## src/rtl/axi_rd_arbiter_pkg.sv

```systemverilog
// Shared definitions for the cache-side AXI read arbiter: requester indices,
// burst encoding and arbiter FSM states.
package axi_rd_arbiter_pkg;

    localparam int unsigned RD_REQ_ICACHE  = 0;
    localparam int unsigned RD_REQ_DCACHE  = 1;
    localparam int unsigned RD_REQ_UNCACHE = 2;

    localparam logic [1:0] AXI_BURST_INCR = 2'b01;

    typedef enum logic [1:0] {
        ARB_IDLE = 2'd0,
        ARB_ADDR = 2'd1,
        ARB_DATA = 2'd2
    } arb_state_t;

endpackage

```

## src/rtl/axi_rd_arbiter_rr_pick.sv

```systemverilog
// Combinational round-robin picker: first set request bit searching upward
// from the index after the last grant, wrapping modulo NUM_REQ.
module rr_pick #(
    parameter int unsigned NUM_REQ = 3,
    localparam int unsigned IDX_W  = (NUM_REQ > 1) ? $clog2(NUM_REQ) : 1
) (
    input  logic [NUM_REQ-1:0] req,
    input  logic [IDX_W-1:0]   last,
    output logic               found,
    output logic [IDX_W-1:0]   idx
);

    always_comb begin
        int unsigned w_cand;
        found  = 1'b0;
        idx    = '0;
        w_cand = 0;
        for (int unsigned off = 1; off <= NUM_REQ; off++) begin
            w_cand = (32'(last) + off) % NUM_REQ;
            if (!found && req[IDX_W'(w_cand)]) begin
                found = 1'b1;
                idx   = IDX_W'(w_cand);
            end
        end
    end

endmodule

```

## src/rtl/axi_rd_arbiter.sv

```systemverilog
// Round-robin arbiter sharing one AXI read channel among the ICache, DCache and
// uncached load port; one transaction in flight at a time.
module axi_rd_arbiter
    import axi_rd_arbiter_pkg::*;
#(
    parameter int unsigned NUM_REQ = 3,
    parameter int unsigned ADDR_W  = 32,
    parameter int unsigned DATA_W  = 32,
    parameter logic [3:0]  AXI_ID  = 4'd0
) (
    input  logic                    clk,
    input  logic                    resetn,
    input  logic [NUM_REQ-1:0]      m_arvalid,
    input  logic [NUM_REQ*ADDR_W-1:0] m_araddr,
    input  logic [NUM_REQ*8-1:0]    m_arlen,
    input  logic [NUM_REQ*3-1:0]    m_arsize,
    output logic [NUM_REQ-1:0]      m_arready,
    output logic [NUM_REQ-1:0]      m_rvalid,
    output logic [NUM_REQ-1:0]      m_rlast,
    output logic [DATA_W-1:0]       m_rdata,
    input  logic [NUM_REQ-1:0]      m_rready,
    output logic [3:0]              s_arid,
    output logic [ADDR_W-1:0]       s_araddr,
    output logic [7:0]              s_arlen,
    output logic [2:0]              s_arsize,
    output logic [1:0]              s_arburst,
    output logic                    s_arvalid,
    input  logic                    s_arready,
    input  logic [DATA_W-1:0]       s_rdata,
    input  logic                    s_rlast,
    input  logic                    s_rvalid,
    output logic                    s_rready,
    output logic                    busy
);

    localparam int unsigned IDX_W = (NUM_REQ > 1) ? $clog2(NUM_REQ) : 1;

    arb_state_t           r_state;
    arb_state_t           w_state_nxt;
    logic [IDX_W-1:0]     r_grant_idx;
    logic [IDX_W-1:0]     r_last_grant;
    logic [ADDR_W-1:0]    r_araddr;
    logic [7:0]           r_arlen;
    logic [2:0]           r_arsize;
    logic                 w_pick_found;
    logic [IDX_W-1:0]     w_pick_idx;
    logic [ADDR_W-1:0]    w_addr_arr [NUM_REQ];
    logic [7:0]           w_len_arr  [NUM_REQ];
    logic [2:0]           w_size_arr [NUM_REQ];

    // Unpack the flat per-requester request fields.
    for (genvar g = 0; g < NUM_REQ; g++) begin : g_unpack
        assign w_addr_arr[g] = m_araddr[g*ADDR_W +: ADDR_W];
        assign w_len_arr[g]  = m_arlen[g*8 +: 8];
        assign w_size_arr[g] = m_arsize[g*3 +: 3];
    end

    rr_pick #(
        .NUM_REQ (NUM_REQ)
    ) u_rr_pick (
        .req   (m_arvalid),
        .last  (r_last_grant),
        .found (w_pick_found),
        .idx   (w_pick_idx)
    );

    assign s_arid  = AXI_ID;
    assign m_rdata = s_rdata;

    always_ff @(posedge clk) begin
        if (!resetn) begin
            r_state <= ARB_IDLE;
        end else begin
            r_state <= w_state_nxt;
        end
    end

    // Grant and request fields are captured only while idle.
    always_ff @(posedge clk) begin
        if (!resetn) begin
            r_grant_idx  <= '0;
            r_last_grant <= IDX_W'(NUM_REQ - 1);
            r_araddr     <= '0;
            r_arlen      <= '0;
            r_arsize     <= '0;
        end else begin
            if (r_state == ARB_IDLE && w_pick_found) begin
                r_grant_idx <= w_pick_idx;
                r_araddr    <= w_addr_arr[w_pick_idx];
                r_arlen     <= w_len_arr[w_pick_idx];
                r_arsize    <= w_size_arr[w_pick_idx];
            end
            if (r_state == ARB_ADDR && s_arready) begin
                r_last_grant <= r_grant_idx;
            end
        end
    end

    // Next state and channel steering; everything is held low while in reset.
    always_comb begin
        w_state_nxt = r_state;
        s_arvalid   = 1'b0;
        s_arburst   = 2'b00;
        s_araddr    = '0;
        s_arlen     = '0;
        s_arsize    = '0;
        s_rready    = 1'b0;
        m_arready   = '0;
        m_rvalid    = '0;
        m_rlast     = '0;
        busy        = 1'b0;
        if (resetn) begin
            busy     = (r_state != ARB_IDLE);
            s_araddr = r_araddr;
            s_arlen  = r_arlen;
            s_arsize = r_arsize;
            case (r_state)
                ARB_IDLE: begin
                    if (w_pick_found) begin
                        w_state_nxt = ARB_ADDR;
                    end
                end
                ARB_ADDR: begin
                    s_arvalid              = 1'b1;
                    s_arburst              = AXI_BURST_INCR;
                    m_arready[r_grant_idx] = s_arready;
                    if (s_arready) begin
                        w_state_nxt = ARB_DATA;
                    end
                end
                ARB_DATA: begin
                    s_rready              = m_rready[r_grant_idx];
                    m_rvalid[r_grant_idx] = s_rvalid;
                    m_rlast[r_grant_idx]  = s_rlast;
                    if (s_rvalid && m_rready[r_grant_idx] && s_rlast) begin
                        w_state_nxt = ARB_IDLE;
                    end
                end
                default: begin
                    w_state_nxt = ARB_IDLE;
                end
            endcase
        end
    end

endmodule
```

## config.mk

```make
export PLATFORM = sky130hd
export DESIGN_NAME = axi_rd_arbiter
export DESIGN_NICKNAME = d
export VERILOG_FILES = /design/src/rtl/axi_rd_arbiter_pkg.sv /design/src/rtl/axi_rd_arbiter_rr_pick.sv /design/src/rtl/axi_rd_arbiter.sv
export SDC_FILE = /design/constraint.sdc
export NUM_CORES = 1
export LEC_CHECK = 0
export CORE_MARGIN = 5
export CORE_UTILIZATION = 35
export DETAILED_ROUTE_END_ITERATION = 10
export PLACE_DENSITY = 0.86
export RECOVER_POWER = 50
export SETUP_SLACK_MARGIN = 0.2
export SYNTH_ARGS = -nofsm -noshare
export SYNTH_HDL_FRONTEND = slang
export SYNTH_SLANG_ARGS = --single-unit
```

## constraint.sdc

```tcl
create_clock -name clk -period 2.47 [get_ports clk]
set_input_delay 0.494 -clock clk [delete_from_list [all_inputs] [get_ports clk]]
set_output_delay 0.494 -clock clk [all_outputs]
set_load 0.01 [all_outputs]
```

Word-level counts from Yosys, hierarchy flattened

Cells that the tools add are included.

$add $sub $neg: 3
Divide/modulo/power cells: 3
Magnitude comparators: 6
Eq/ne operators: 5
Multiplexer cells: 45
Bitwise operators: 4
Reduce and logical (&&, ||, !) cells: 12

Operators with widths:

| kind                                                              | number |
|---|---|
| modulo 32 x 2 -> 32 bit, second input constant                    | 3 |
| two-way mux 32 bit                                                | 3 |
| binary-select mux 32 bit (select 2 bit)                           | 1 |
| two-way mux 3 bit                                                 | 9 |
| two-way mux 8 bit                                                 | 3 |
| binary-select mux 8 bit (select 2 bit)                            | 1 |
| two-way mux 1 bit                                                 | 15 |
| < comparator 2 x 3 -> 1 bit, second input constant                | 4 |
| two-way mux 2 bit                                                 | 6 |
| AND 3 bit                                                         | 3 |
| binary-select mux 1 bit (select 2 bit)                            | 4 |
| logical AND 1 bit                                                 | 7 |
| adder 2 x 2 -> 3 bit, second input constant                       | 2 |
| binary-select mux 3 bit (select 2 bit)                            | 1 |
| != test 2 bit, second input constant                              | 3 |
| case mux 2 bit (3 select lines)                                   | 1 |
| adder 2 x 1 -> 3 bit, second input constant                       | 1 |
| greater-or-equal comparator 3 bit, second input constant          | 1 |
| inverter 2 -> 3 bit                                               | 1 |
| AND reduction 3 bit                                               | 1 |
| demux 1 bit (select 2 bit)                                        | 1 |
| == test 2 x 1 -> 1 bit, second input constant                     | 1 |
| == test 2 bit, second input constant                              | 1 |
| greater-or-equal comparator 2 x 1 -> 1 bit, second input constant | 1 |
| 3 further kinds                                                   | 4 |

Register bits: 49
Bits of input ports: 172
Output and inout bits: 93
Word-level logic and storage cells: 84

Depth between registers and ports, before layout

Depth in word-level cells: 15
Mapped depth: 10
Depth with buffers taken out: 7

Hierarchy

Synthesis repeated with hierarchy kept, for this count alone.

Cell total of the unflattened synthesis: 394
Area total of the unflattened synthesis: 3316.9 µm²

By module, submodules not included:

| module         | instances | cells each | area each (µm²) | sequential area each (µm²) |
|---|---|---|---|---|
| axi_rd_arbiter | 1         | 374        | 3185.6          | 980.9 |
| rr_pick        | 1         | 20         | 131.4           | 0.0 |

Least setup slack after synthesis

Ideal clock, no wire load.

Path type: reg2reg
From: register r_last_grant[0]
To: register r_araddr[23]
Setup time: 0.074 ns
Arrival time: 2.103 ns
Required time: 2.396 ns
Path slack: 0.293 ns
Cell stages (with the launch flop): 10
Buffers on the path: 2
Period minus slack after synthesis: 2.177 ns
Cells stage by stage: dfxtp_1 > inv_1 > ha_1 > clkbuf_1 > nand3b_1 > o21ai_0 > o31ai_4 > buf_6 > a21oi_1 > a31oi_1

Cells in the longest elaborated chain, start to end: 15
Elaborated cells on any way between the ends: 27
Those cells by class: add/sub: 3; div: 3; mux: 15; bitwise: 1; reduce/logical: 5

Ends and longest elaborated chain:

| item                                                  | line                         | text |
|---|---|---|
| start, declared                                       | axi_rd_arbiter.sv:41         | `logic [IDX_W-1:0] r_last_grant;` |
| start signal, assigned                                | axi_rd_arbiter.sv:82         | `r_last_grant <= IDX_W'(NUM_REQ - 1);` |
| start signal, assigned                                | axi_rd_arbiter.sv:94         | `r_last_grant <= r_grant_idx;` |
| adder 2 x 1 -> 3 bit                                  | axi_rd_arbiter_rr_pick.sv:19 | `w_cand = (32'(last) + off) % NUM_REQ;` |
| modulo 32 x 2 -> 32 bit                               | axi_rd_arbiter_rr_pick.sv:19 |  |
| binary-select mux 1 bit (select 2 bit)                | axi_rd_arbiter_rr_pick.sv:20 | `if (!found && req[IDX_W'(w_cand)]) begin` |
| two-way mux 1 bit (not written as such)               | axi_rd_arbiter_rr_pick.sv:20 |  |
| two-way mux 1 bit                                     | axi_rd_arbiter_rr_pick.sv:20 |  |
| logical NOT 1 bit                                     | axi_rd_arbiter_rr_pick.sv:20 |  |
| logical AND 1 bit                                     | axi_rd_arbiter_rr_pick.sv:20 |  |
| two-way mux 1 bit                                     | axi_rd_arbiter_rr_pick.sv:20 |  |
| logical NOT 1 bit                                     | axi_rd_arbiter_rr_pick.sv:20 |  |
| logical AND 1 bit                                     | axi_rd_arbiter_rr_pick.sv:20 |  |
| two-way mux 2 bit                                     | axi_rd_arbiter_rr_pick.sv:20 |  |
| inverter 2 -> 3 bit (not written as such)             | axi_rd_arbiter.sv:89         | `r_araddr <= w_addr_arr[w_pick_idx];` |
| binary-select mux 32 bit (select 2 bit)               | axi_rd_arbiter.sv:89         |  |
| two-way mux 32 bit (not written as such) (2 in a row) | axi_rd_arbiter.sv:89         |  |
| end signal, assigned                                  | axi_rd_arbiter.sv:89         |  |
| end, declared                                         | axi_rd_arbiter.sv:42         | `logic [ADDR_W-1:0] r_araddr;` |

Several ways; a longest one is shown, not always the timed one. The select of a mux whose other input is x is not followed.
A chain may end at the register's enable or synchronous reset.

Final worst setup path

From: register r_last_grant[1]
To: register r_arlen[0]

Cells in the longest elaborated chain, start to end: 15
Elaborated cells on any way between the ends: 27
Those cells by class: add/sub: 3; div: 3; mux: 15; bitwise: 1; reduce/logical: 5

Ends and longest elaborated chain:

| item                                                 | line                         | text |
|---|---|---|
| adder 2 x 1 -> 3 bit                                 | axi_rd_arbiter_rr_pick.sv:19 |  |
| modulo 32 x 2 -> 32 bit                              | axi_rd_arbiter_rr_pick.sv:19 |  |
| binary-select mux 1 bit (select 2 bit)               | axi_rd_arbiter_rr_pick.sv:20 |  |
| two-way mux 1 bit (not written as such)              | axi_rd_arbiter_rr_pick.sv:20 |  |
| two-way mux 1 bit                                    | axi_rd_arbiter_rr_pick.sv:20 |  |
| logical NOT 1 bit                                    | axi_rd_arbiter_rr_pick.sv:20 |  |
| logical AND 1 bit                                    | axi_rd_arbiter_rr_pick.sv:20 |  |
| two-way mux 1 bit                                    | axi_rd_arbiter_rr_pick.sv:20 |  |
| logical NOT 1 bit                                    | axi_rd_arbiter_rr_pick.sv:20 |  |
| logical AND 1 bit                                    | axi_rd_arbiter_rr_pick.sv:20 |  |
| two-way mux 2 bit                                    | axi_rd_arbiter_rr_pick.sv:20 |  |
| inverter 2 -> 3 bit (not written as such)            | axi_rd_arbiter.sv:90         | `r_arlen <= w_len_arr[w_pick_idx];` |
| binary-select mux 8 bit (select 2 bit)               | axi_rd_arbiter.sv:90         |  |
| two-way mux 8 bit (not written as such) (2 in a row) | axi_rd_arbiter.sv:90         |  |
| end signal, assigned                                 | axi_rd_arbiter.sv:90         |  |
| end, declared                                        | axi_rd_arbiter.sv:43         | `logic [7:0] r_arlen;` |

Several ways; a longest one is shown, not always the timed one. The select of a mux whose other input is x is not followed.

==> results.toml <==
[critical_path]
crit_fanout = 12
start_kind = "register"
reg2reg_to = "r_arlen[0]"
end_kind = "register"
worstRegToRegCells = 9
critical_path.max_stage_delay_ns = 0.46
rr_startpoint = "r_last_grant[1]"
cp-startpoint = "r_last_grant[1]"
worstPathRequired_ns = 2.69
crit_buf_inv = 3
path_cells = "inv_2 -> ha_4 -> mux2_4 -> mux2_4 -> o31ai_4 -> buf_4 -> buf_12 -> a21oi_1 -> a31oi_1"
crit_top_cell = "mux2_4"
crit_slowest_cell = "dfxtp_1"
critPathTopFamily = "multiplexers"
worstPathArrival_ns = 2.50
critical_path_class = "register to register"
cp.depth = 9
reg2reg_slack_ns = 0.19

[power]
p_leak_nw = 2.218
power.density_nw_per_um2 = 609.5
ir_worst_vdd_mv = 0.2593

[sta]
hold_violations = 0
finalMaxSlewViolations = 0
fmax_ghz = 0.4385
relSlewSlack = 0.6433
worst_pin_slew_ns = 0.5351
fin_crit_sh = 0.9234
grt_setup_unrepaired = "no"
hold_ws_ns = 0.5284
fin_worst_skew_ns = 0.004844
fin_crit_ns = 2.281
timing.setup.tns_ns = 0
setup_violations = 0

[worst_hold_path]
hold_depth = 2
min-delay-start = "r_last_grant[0]"
hold_path_end = "r_last_grant[0]"
hp-class = "register to register"

[routing]
ant_nets = 0
wl_um = 15240
highest_layer = "met4"
first_iter_violations = 571
viasPerCell = 5.825
drt-met1-wl_um = 5882
wl_met3_um = 1183
drc = 0
dr_total_vias = 4497
wl_met2_um = 7455
post_drt_wl_per_cell_um = 19.74
dr.pass1.iters = 5

[logic_synthesis]
synth_warnings = 0
synth_ff_type = "dfxtp_1"
syn-instance-count = 476
synth.ff_latch_count = 49
ys_seq_area_frac = 0.2736
synth_edf_count = 0
synthArstFlopShare = 0
yosys.cell_types.count = 38
synthTopCellsByArea = "dfxtp_1 (27%), o211ai_1 (9.0%), buf_4 (8.8%)"
yosysTopAreaCell = "dfxtp_1"
syn_area_um2 = 3585
synth.avg_cell_area_um2 = 7.531
synth_top_cell_area_share = 0.2736

[die]
fp-row-count = 37
die-width_um = 111.2
dieArea_um2 = 12370
num_io_pins = 265
die_y_um = 111.2
core_region_area_um2 = 10140
initial_utilization = 0.3536

[final_layout]
drive_gt1_frac = 0.1006
final_util = 0.5718
n_antenna_cell = 0
nNetsFinal = 811
area_growth_pct = 61.71

[clocking]
clk_path_buf_depth = 2
cts_max_level = 2
cts-buffers-inserted = 5
clk_pin_slew_ns = 0.10
cts_tree = "done"
clock_sinks = 49
cts_root_buffer = "clkbuf_8"
cts_hold_buffers = 0
clock_latency_ns = 0.30

[grt]
grt_max_degree = 46
gr-total-overflow = 0
grt_pass1_vias = 4581
grt.total_usage = 0.2262
grt_first_pass_wirelength_um = 23180
antenna_found_initial = 0

[placement]
portBuffers = 195
gp_congestion = 0.9252
dpl.hpwl_um = 10150

[run_status]
status = "finished clean"

[run]
cap_viol_max_count = 0
-- logic make-up (layout without fill, tap and decap cells) --
| group | after synthesis | in the layout | synth area share |
|---|---|---|---|
| mux | 6 | 6 | 0.01955 |
| compound gates | 148 | 148 | 0.2712 |
| fa+ha+maj | 4 | 4 | 0.01396 |
| other cells | 1 | 5 | 0.001046 |
| flops | 49 | 49 | 0.2736 |
| buf+inv | 93 | 249 | 0.1581 |
| simple gates | 175 | 175 | 0.2625 |
-- flip-flops by register name (all words and copies together), names as in the netlist --
register	count
r_arsize	3
r_state	2
r_arlen	8
r_grant_idx	2
r_araddr	32
r_last_grant	2
-- worst reg2reg max path, stage by stage, from the launching register on --
cell and delay [ns]:
dfxtp_1 0.46, inv_2 0.09, ha_4 0.19, mux2_4 0.31, mux2_4 0.29, o31ai_4 0.29
buf_4 0.17, buf_12 0.15, a21oi_1 0.06, a31oi_1 0.20
-- where the power goes --
| group | internal, mW | leakage (nW) | total (mW) | switching, mW |
|---|---|---|---|---|
| combinational | 0.987 | 1.77 | 1.91 | 0.927 |
| clock | 0.202 | 0.0385 | 0.488 | 0.287 |
| sequential | 1.06 | 0.412 | 1.13 | 0.0731 |
-- timing repair --
action	CTS	global route
resized for setup	14	20
pin swaps	1	5
buffers inserted	0	5
setup endpoints to repair	69	64
gates cloned	1	3
-- synthesized netlist by cell type (all sizes together) (5+ instances only) --
cell type  instances
nand4             43
clkbuf            26
inv                5
o211ai            44
dfxtp             49
and2              45
a21boi             6
nand2             11
nor2              51
a31oi             44
nor2b              5
a21oi             43
buf               62
-- cells in the final DEF, fill, tap and decap left out, types with 5 or more instances in the layout --
| master | instances |
|---|---|
| clkdlybuf4s50_1 | 158 |
| nor2_1 | 51 |
| dfxtp_1 | 47 |
| and2_1 | 45 |
| a31oi_1 | 44 |
| o211ai_1 | 43 |
| nand4_1 | 43 |
| a21oi_1 | 43 |
| dlygate4sd3_1 | 25 |
| buf_4 | 22 |
| nand2_1 | 11 |
| buf_12 | 11 |
| clkbuf_1 | 7 |
| conb_1 | 5 |
| clkbuf_8 | 5 |
-- area by class of cell --
cell class              instances  area (µm²)
fillers                       875        4342
repair buffers                236        2435
multi-input cells             338        2103
flip-flops and latches         49       985.9
well taps                     136       170.2
clock buffers                   7       76.32
inverters                       5       18.77
clock inverters                 1       7.507
-- worst max path at each step --
stage | end
final | r_arlen[0]
after global routing | r_araddr[20]
after CTS | r_araddr[14]
after detailed placement | m_rvalid[0]
after global placement | s_araddr[11]
after floorplan | r_araddr[23]
-- metal layers --
metal / vias up / global-route usage
met3: 65 / 0.06168
li1: 2022 / -
met2: 294 / 0.3848
met4: 0 / 0.1338
met5: - / 0
met1: 2116 / 0.2512
-- through the flow --
step,cells,total power [mW],cell area [µm²],setup slack [ns]
after floorplan,480,2.122,3600,0.2929
after global placement,755,2.887,5545,-0.05527
after detailed placement,755,2.940,5545,-0.08634
after CTS,764,3.447,5682,0.1848
after global routing,772,3.758,5797,0.1204
final,772,3.533,5797,0.1893
(Power assumes the default switching activity.)
